--- src/rtl/pipe_hazard_ctrl_pkg.sv ---
// Shared definitions for the pipeline stall/flush controller:
// FSM state encodings and parameter defaults.
package pipe_hazard_ctrl_pkg;

    localparam int HZ_MD_TIMEOUT_DEF  = 64;
    localparam int HZ_STALL_CNT_W_DEF = 16;

    typedef enum logic [1:0] {
        HZ_RUN      = 2'd0,
        HZ_MD_WAIT  = 2'd1,
        HZ_LSU_WAIT = 2'd2
    } hz_state_e;

endpackage

--- src/rtl/hz_loaduse_detect.sv ---
// Combinational source/destination compare for the load-use hazard.
// Kept generic so the forwarding unit can reuse the same match logic.
module hz_loaduse_detect (
    input  logic [4:0] src1_i,
    input  logic [4:0] src2_i,
    input  logic [1:0] src_en_i,
    input  logic [4:0] dst_i,
    input  logic       is_load_i,
    input  logic       valid_i,
    output logic       hazard_o
);

    logic src1_hit;
    logic src2_hit;
    logic dst_live;

    // x0 is hard-wired zero, so a load targeting it never creates a dependency.
    assign dst_live = valid_i && is_load_i && (dst_i != 5'd0);
    assign src1_hit = src_en_i[0] && (src1_i == dst_i);
    assign src2_hit = src_en_i[1] && (src2_i == dst_i);
    assign hazard_o = dst_live && (src1_hit || src2_hit);

endmodule

--- src/rtl/pipe_hazard_ctrl.sv ---
// Central stall/flush controller for the 5-stage core: turns hazard sources
// into cumulative pause/clear controls and keeps a saturating stall counter.
module pipe_hazard_ctrl
    import pipe_hazard_ctrl_pkg::*;
#(
    parameter int MD_TIMEOUT  = HZ_MD_TIMEOUT_DEF,
    parameter int STALL_CNT_W = HZ_STALL_CNT_W_DEF
) (
    input  logic                   core_clk,
    input  logic                   core_rst_n,
    input  logic [4:0]             dfu_src1,
    input  logic [4:0]             dfu_src2,
    input  logic [1:0]             dfu_src_en,
    input  logic [4:0]             de_dst,
    input  logic                   de_is_load,
    input  logic                   de_valid,
    input  logic                   md_start,
    input  logic                   md_done,
    input  logic                   lsu_req,
    input  logic                   lsu_resp,
    input  logic                   br_taken_el,
    input  logic                   flush_req,
    output logic                   pause_ifu,
    output logic                   pause_dfu,
    output logic                   pause_exu,
    output logic                   pause_lsu,
    output logic                   pause_wbu,
    output logic                   clear_id,
    output logic                   clear_de,
    output logic                   clear_el,
    output logic                   clear_lw,
    output logic                   clear_all,
    output logic                   clear_before_lw,
    output logic                   id_clk_en,
    output logic                   de_clk_en,
    output logic                   el_clk_en,
    output logic                   lw_clk_en,
    output logic [STALL_CNT_W-1:0] stall_cnt,
    output logic                   md_timeout,
    output hz_state_e              dbg_state_o
);

    localparam int MD_CNT_W = (MD_TIMEOUT > 2) ? $clog2(MD_TIMEOUT) : 1;
    localparam logic [MD_CNT_W-1:0] MD_LAST = MD_CNT_W'(MD_TIMEOUT - 1);

    hz_state_e              state_q, state_d;
    logic [MD_CNT_W-1:0]    md_cnt_q, md_cnt_d;
    logic [STALL_CNT_W-1:0] stall_cnt_q, stall_cnt_d;
    logic                   md_timeout_q, md_timeout_d;
    logic                   clk_en_q;

    logic lu_hazard;
    logic lsu_stall, md_stall, lu_stall, do_flush, do_branch, to_hit;

    hz_loaduse_detect u_loaduse (
        .src1_i    (dfu_src1),
        .src2_i    (dfu_src2),
        .src_en_i  (dfu_src_en),
        .dst_i     (de_dst),
        .is_load_i (de_is_load),
        .valid_i   (de_valid),
        .hazard_o  (lu_hazard)
    );

    // Inputs are ignored while reset is held so the controls stay quiet.
    always_comb begin
        state_d   = state_q;
        md_cnt_d  = '0;
        lsu_stall = 1'b0;
        md_stall  = 1'b0;
        lu_stall  = 1'b0;
        do_flush  = 1'b0;
        do_branch = 1'b0;
        to_hit    = 1'b0;
        if (core_rst_n) begin
            if (flush_req) begin
                do_flush = 1'b1;
                state_d  = HZ_RUN;
            end else begin
                case (state_q)
                    HZ_RUN: begin
                        // An LSU stall holds a (nominally impossible) branch in EL.
                        if (lsu_req && !lsu_resp) begin
                            lsu_stall = 1'b1;
                            state_d   = HZ_LSU_WAIT;
                        end else if (br_taken_el) begin
                            do_branch = 1'b1;
                        end else if (md_start && de_valid && !md_done) begin
                            md_stall = 1'b1;
                            state_d  = HZ_MD_WAIT;
                        end else if (lu_hazard) begin
                            lu_stall = 1'b1;
                        end
                    end
                    HZ_LSU_WAIT: begin
                        if (lsu_resp) begin
                            state_d = HZ_RUN;
                        end else begin
                            lsu_stall = 1'b1;
                        end
                    end
                    HZ_MD_WAIT: begin
                        if (md_done) begin
                            state_d = HZ_RUN;
                        end else begin
                            md_stall = 1'b1;
                            if (md_cnt_q == MD_LAST) begin
                                to_hit  = 1'b1;
                                state_d = HZ_RUN;
                            end else begin
                                md_cnt_d = md_cnt_q + MD_CNT_W'(1);
                            end
                        end
                    end
                    default: state_d = HZ_RUN;
                endcase
            end
        end
    end

    // Pauses are built up stage by stage so a later-stage pause always implies earlier ones.
    assign pause_lsu       = lsu_stall;
    assign pause_exu       = lsu_stall | md_stall;
    assign pause_dfu       = lsu_stall | md_stall | lu_stall;
    assign pause_ifu       = pause_dfu;
    assign pause_wbu       = 1'b0;
    assign clear_id        = 1'b0;
    assign clear_de        = lu_stall;
    assign clear_el        = md_stall;
    assign clear_lw        = lsu_stall;
    assign clear_all       = do_flush;
    assign clear_before_lw = do_branch;

    assign md_timeout_d = md_timeout_q | to_hit;
    assign stall_cnt_d  = (pause_ifu && (stall_cnt_q != '1)) ? stall_cnt_q + STALL_CNT_W'(1)
                                                             : stall_cnt_q;

    always_ff @(posedge core_clk or negedge core_rst_n) begin
        if (!core_rst_n) begin
            state_q      <= HZ_RUN;
            md_cnt_q     <= '0;
            stall_cnt_q  <= '0;
            md_timeout_q <= 1'b0;
            clk_en_q     <= 1'b0;
        end else begin
            state_q      <= state_d;
            md_cnt_q     <= md_cnt_d;
            stall_cnt_q  <= stall_cnt_d;
            md_timeout_q <= md_timeout_d;
            clk_en_q     <= 1'b1;
        end
    end

    assign id_clk_en   = clk_en_q;
    assign de_clk_en   = clk_en_q;
    assign el_clk_en   = clk_en_q;
    assign lw_clk_en   = clk_en_q;
    assign stall_cnt   = stall_cnt_q;
    assign md_timeout  = md_timeout_q;
    assign dbg_state_o = state_q;

endmodule

--- config.mk ---
export PLATFORM = sky130hd
export DESIGN_NAME = pipe_hazard_ctrl
export DESIGN_NICKNAME = d
export VERILOG_FILES = /design/src/rtl/pipe_hazard_ctrl_pkg.sv /design/src/rtl/hz_loaduse_detect.sv /design/src/rtl/pipe_hazard_ctrl.sv
export SDC_FILE = /design/constraint.sdc
export NUM_CORES = 1
export LEC_CHECK = 0
export ABC_AREA = 1
export CAP_MARGIN = 20
export CORE_MARGIN = 2
export CORE_UTILIZATION = 25
export CTS_CLUSTER_DIAMETER = 30
export DETAILED_ROUTE_END_ITERATION = 10
export PLACE_DENSITY_LB_ADDON = 0.2
export SLEW_MARGIN = 30
export SYNTH_ARGS = -nofsm -noshare
export SYNTH_HDL_FRONTEND = slang
export SYNTH_SLANG_ARGS = --single-unit
--- constraint.sdc ---
create_clock -name core_clk -period 3.7 [get_ports core_clk]
set_input_delay 0.74 -clock core_clk [delete_from_list [all_inputs] [get_ports core_clk]]
set_output_delay 0.74 -clock core_clk [all_outputs]
set_load 0.05 [all_outputs]
==> results of run 1 <==
-- cell families (layout without fill, tap and decap cells) --
kind of cell	after synthesis	after routing	synth area share, %
compound gates	7	7	2.03
xor+xnor	15	15	7.09
fa+ha+maj	2	2	1.35
buf+inv	48	102	11.8
flops	26	26	35.1
other cells	2	3	0.406
simple gates	175	175	42.2
-- placed cells by master (no fill, tap or decap) --
cell and instances:
a21oi_1 2, buf_12 9, buf_4 2, bufinv_16 1, clkbuf_8 3, clkdlybuf4s50_1 49
conb_1 3, dfrtp_1 26, ha_1 2, inv_1 36, inv_2 2, nand2_1 91
nand2_2 3, nand2_4 2, nand3_1 34, nand4_1 2, nand4_4 1, nor2_1 30
nor2_2 1, nor3_1 7, nor3_2 1, nor3_4 1, nor3b_1 1, nor4_1 1
o21ai_0 4, o21bai_1 1, xnor2_1 3, xor2_1 12
-- worst max-delay path: stages --
cell	delay, ps
clkdlybuf4s50_1	460
inv_1	40
nor2_1	200
nor2_1	90
nand3_1	90
nand2_1	120
nor2_2	180
nand2_4	190
buf_12	210
-- sequential cells by signal, indices dropped and copies added, names as in the netlist --
register and flops:
md_timeout 1, de_clk_en 1, stall_cnt 16, md_cnt_q 6
dbg_state_o 2
-- where the power goes --
part / switching (W) / internal [W]
combinational: 0.000244 / 0.000143
sequential: 0.0000425 / 0.000310
clock: 0.0000913 / 0.000145
total: 0.000378 / 0.000597
-- metal layers --
layer	vias to the layer above	wire [um]
li1	951	-
met1	782	2110
met5	-	0
met4	0	30
met2	33	2200
met3	2	198
-- cell type report --
cell class / count / area, um^2
Fill cell: 786 / 4550
Timing Repair Buffer: 60 / 686
Multi-Input combinational cell: 202 / 986
Tap cell: 99 / 124
Sequential cell: 26 / 651
Clock inverter: 1 / 30.0
Clock buffer: 3 / 41.3
Inverter: 38 / 143
-- per-stage QoR --
| step | setup slack [ps] | total power (W) | hold slack (ps) | cell area (um^2) | utilization, % |
|---|---|---|---|---|---|
| finish | 646 | 0.000976 | 468 | 2660 | 36.9 |
| detailed placement | 643 | 0.000747 | 453 | 2590 | 35.9 |
| global route | 487 | 0.00104 | 481 | 2660 | 36.9 |
| CTS | 640 | 0.000991 | 471 | 2660 | 36.9 |
| global placement | 661 | 0.000745 | 449 | 2590 | 35.9 |
| floorplan | 299 | 0.000597 | 433 | 1860 | - |
-- worst max path at each step --
stage	start	end	slack (ps)	cells past startpoint
after global placement	lsu_req	pause_dfu	660	9
after detailed placement	lsu_req	pause_dfu	640	9
final	lsu_req	pause_dfu	650	9
after CTS	lsu_req	pause_dfu	640	9
after floorplan	lsu_req	pause_ifu	300	8
after global routing	lsu_req	pause_ifu	490	9
==> impl_metrics.json, run 1 <==
{
  "die_x_um": 90.1,
  "diodes": 0,
  "synth_cell_type_count": 26,
  "slew_violations": 0,
  "grt.busiest_layer": "met2",
  "initial_core_util_pct": 25.7,
  "netlist.area_leader.share_pct": 35.1,
  "ys_warn_count": 0,
  "outcome": "finished clean",
  "htreeDepth": 1,
  "dr.first_iter.drc_count": 50,
  "drc": 0,
  "dp.cells": 425,
  "rows": 31,
  "crit_fanout": 19,
  "post_cts_buffers": 0,
  "yosysTopAreaCell": "dfrtp_1",
  "antenna_found_initial": 0,
  "maxCapViolations": 0,
  "clock_skew_ps": 6.27,
  "crit_path_end_kind": "output port",
  "total_leakage_power_nw": 1.30,
  "grt_max_degree": 29,
  "hold_path_startpoint": "md_cnt_q[0]",
  "syn_area_um2": 1850,
  "clock.fmax_ghz": 0.327,
  "maxSlewHeadroom_pct": 62.7,
  "ff2ff_setup_slack_ps": 1870,
  "wl_per_cell_um": 10.6,
  "grt_overflow_total": 0,
  "cts_tree": "yes",
  "ys_async_sr_fraction_pct": 100,
  "synth.most_common_cell": "nand2_1",
  "power-per-cell-area_nw_per_um2": 367,
  "gr-usage-met1_pct": 14.3,
  "crit_arrival_ps": 2310,
  "required_ps": 2960,
  "io_pins": 61,
  "core-area_um2": 7210,
  "cts-root-buf": "clkbuf_8",
  "post-route-period-util_pct": 82.6,
  "cts_buffers": 3,
  "dr.pass1.iters": 4,
  "post-route-min-period_ps": 3050,
  "avgSynthCellArea_um2": 6.73,
  "syn2layout_area_growth_pct": 43.6,
  "ant_nets": 0,
  "ys_seq_area_share_pct": 35.1,
  "gr-usage-met2_pct": 20.8,
  "ys_ff_latch": 26,
  "grt_pass1_vias": 1733,
  "drive_gt1_share_pct": 7.88,
  "finalNetCount": 360,
  "cts_hold_buf": 0,
  "place_hpwl_um": 3620,
  "ff2ff_path_depth": 7,
  "vias_per_cell": 4.12,
  "cp-start-kind": "input pin",
  "die-area_um2": 8110,
  "grt_util_met3_pct": 3.02,
  "clk_pin_slew_worst_paths_ps": 90,
  "die_y_um": 90.1,
  "num_vias": 1768,
  "min_to": "md_cnt_q[0]",
  "worstReg2RegEnd": "stall_cnt[14]",
  "hold_depth": 1,
  "synthFlopType": "dfrtp_1",
  "setup_violations": 0,
  "worst_slew_pin_slew_ps": 555,
  "synth_top_cells_by_count": "91 x nand2_1, 36 x inv_1, 34 x nand3_1, 30 x nor2_1, 26 x dfrtp_1",
  "hold_viol": 0,
  "netlist_instances": 275,
  "clock_sinks": 26,
  "reg2reg_from": "stall_cnt[0]",
  "hold_class": "register to register",
  "rsz0062_at_grt": "false",
  "clock_latency_ps": 270,
  "grt_pass1_wl_um": 7980,
  "gp_congestion": 0.830,
  "setup_tns_ps": 0,
  "synth.area.top_cells": "dfrtp_1 35%, nand2_1 18%, nand3_1 9.2%",
  "ir_drop_v": 0.000334,
  "stdcell_count": 429,
  "max-clock-path-buffers": 2,
  "path_class": "input pin to output port",
  "synth-edff-count": 0,
  "numPortBuffers": 58,
  "grt_usage_pct": 11.7,
  "cts-resized-gates": 0,
  "routed_wl_um": 4540
}
Power figures use the tool's default switching activity.
==> run 2, diff against run 1 <==
==> constraint.sdc (replaced) <==
create_clock -name core_clk -period 2.83 [get_ports core_clk]
set_input_delay 0.566 -clock core_clk [delete_from_list [all_inputs] [get_ports core_clk]]
set_output_delay 0.566 -clock core_clk [all_outputs]
set_load 0.05 [all_outputs]
==> run 2 against run 1 <==
Compared with the run above: global-route usage increased by 0.26 points; core utilization increased by 0.24 points; sequential share of layout area down 0.16 points; die area did not move; cell count up 0.23%; largest cell class unchanged.
==> impl_metrics.json, run 2 (synthesis gave the netlist of run 1 again) <==
{
  "hold_viol": 0,
  "drc": 0,
  "gp_congestion": 0.787,
  "cts-root-buf": "clkbuf_8",
  "initial_core_util_pct": 25.7,
  "finalNetCount": 361,
  "post_cts_buffers": 0,
  "diodes": 0,
  "seqCellArea_um2": 651,
  "drive_gt1_share_pct": 8.76,
  "routed_wl_um": 4640,
  "antenna_found_initial": 0,
  "place_hpwl_um": 3670,
  "grt_overflow_total": 0,
  "post-route-min-period_ps": 2630,
  "ant_nets": 0,
  "numPortBuffers": 58,
  "die_y_um": 90.1,
  "num_vias": 1792,
  "grt_usage_pct": 11.9,
  "maxSlewHeadroom_pct": 65.8,
  "power-per-cell-area_nw_per_um2": 480,
  "ir_drop_v": 0.000209,
  "die-area_um2": 8110,
  "largest_reg_flops": 16,
  "syn2layout_area_growth_pct": 44.6,
  "cts_hold_buf": 0,
  "setup_violations": 0,
  "grt_max_degree": 27,
  "io_pins": 61,
  "core-area_um2": 7210,
  "final_core_util_pct": 37.1,
  "crit_path_end_kind": "output port",
  "grt_pass1_wl_um": 8090,
  "hold_class": "register to register",
  "mostFrequentLayoutCells": "91 x nand2_1, 49 x clkdlybuf4s50_1, 36 x inv_1",
  "max_stage_delay_ps": 580,
  "clock.fmax_ghz": 0.380,
  "dr.first_iter.drc_count": 53,
  "cts_buffers": 3,
  "crit_path_top_delay_cell": "clkdlybuf4s50_1",
  "crit_family": "simple AND/OR/NAND/NOR gates",
  "slew_violations": 0,
  "crit_arrival_ps": 2070,
  "post-route-period-util_pct": 93.0,
  "outcome": "finished clean",
  "die_x_um": 90.1,
  "rows": 31,
  "crit_fanout": 5,
  "htreeDepth": 1,
  "required_ps": 2260,
  "setup_tns_ps": 0,
  "path_class": "input pin to output port",
  "vias_per_cell": 4.17,
  "cts_tree": "yes",
  "rsz0062_at_grt": "false",
  "clock_sinks": 26,
  "fill_cells": 784,
  "cp_cell_sequence": "clkdlybuf4s50_1, nand2_2, nor2_1, nand3_1, nand2_1, nor2_2, nand2_4, buf_12",
  "clock_skew_ps": 3.24,
  "clock_latency_ps": 270,
  "wl_per_cell_um": 10.8,
  "total_leakage_power_nw": 1.30,
  "clk_pin_slew_worst_paths_ps": 100,
  "multi_input_area_um2": 996,
  "final_common_cell": "nand2_1",
  "wl_met2_um": 2170,
  "maxCapViolations": 0,
  "hold_slack_ps": 471,
  "wl_met3_um": 212,
  "grt_pass1_vias": 1732,
  "dr.pass1.iters": 4,
  "met1_length_um": 2210,
  "routed.top_layer": "met4",
  "cts-resized-gates": 0,
  "cp-start-kind": "input pin",
  "cp_num_buf_inv": 2,
  "max-clock-path-buffers": 2,
  "worst_slew_pin_slew_ps": 511
}
[run 2: changes by cell type in the layout (fill, tap and decap cells not counted), sizes merged]
cell	previous run	this run
buf	11	12
[run 2: per-stage QoR]
stage | setup WS (ps) | instance area (um^2) | cells | total power [W]
detailed placement | 178 | 2610 | 426 | 0.000983
global placement | 242 | 2610 | 426 | 0.000982
finish | 199 | 2680 | 430 | 0.00128
floorplan | 7.49 | 1870 | 276 | 0.000784
global route | 36.5 | 2680 | 430 | 0.00136
CTS | 174 | 2680 | 430 | 0.00131
[run 2: power by group]
group | total (W) | switching, W | internal (W)
registers | 0.000460 | 0.0000547 | 0.000406
logic | 0.000511 | 0.000321 | 0.000190
clock network | 0.000314 | 0.000124 | 0.000189
[run 2: area by class of cell]
| type | count | share of cell area, % |
|---|---|---|
| sequential | 26 | 24.3 |
| clock buffer | 3 | 1.54 |
| multi-input combinational | 202 | 37.2 |
| timing repair buffer | 61 | 25.9 |
| clock inverter | 1 | 1.12 |
| tap | 99 | 4.63 |
| inverter | 38 | 5.33 |
[run 2: final timing paths]
check	cells after the start	endpoint	slack [ps]	startpoint
worst max-delay path	8	pause_ifu	200	core_rst_n
worst min-delay path	1	md_cnt_q[0]	470	md_cnt_q[0]
worst max register to register	11	stall_cnt[2]	920	dbg_state_o[0]
worst min register to register	1	md_cnt_q[0]	470	md_cnt_q[0]
max in group asynchronous	2	stall_cnt[2]	1740	core_rst_n
min in group asynchronous	1	dbg_state_o[0]	490	core_rst_n
[run 2: layer usage]
layer  track usage [%]  vias to the layer above
met2              19.9                       42
met4              2.69                        0
li1                  -                      951
met5                 0                        -
met1              16.1                      794
met3              2.10                        5
[run 2: worst reg2reg max path: cells and delay by family (launching register included)]
| family | cells | cell delay, ps |
|---|---|---|
| flip-flops | 1 | 440 |
| AND/OR/NAND/NOR | 9 | 1000 |
| buffers and inverters | 2 | 370 |
==> run 3, diff against run 2 <==
--- a/config.mk
+++ b/config.mk
@@ -10,6 +10,7 @@
 export CORE_MARGIN = 2
 export CORE_UTILIZATION = 25
 export CTS_CLUSTER_DIAMETER = 30
+export CTS_CLUSTER_SIZE = 16
 export DETAILED_ROUTE_END_ITERATION = 10
 export PLACE_DENSITY_LB_ADDON = 0.2
 export SLEW_MARGIN = 30
==> results of run 3 <==
Same layout as run 2: the final DEF is identical, and so are final timing and power.
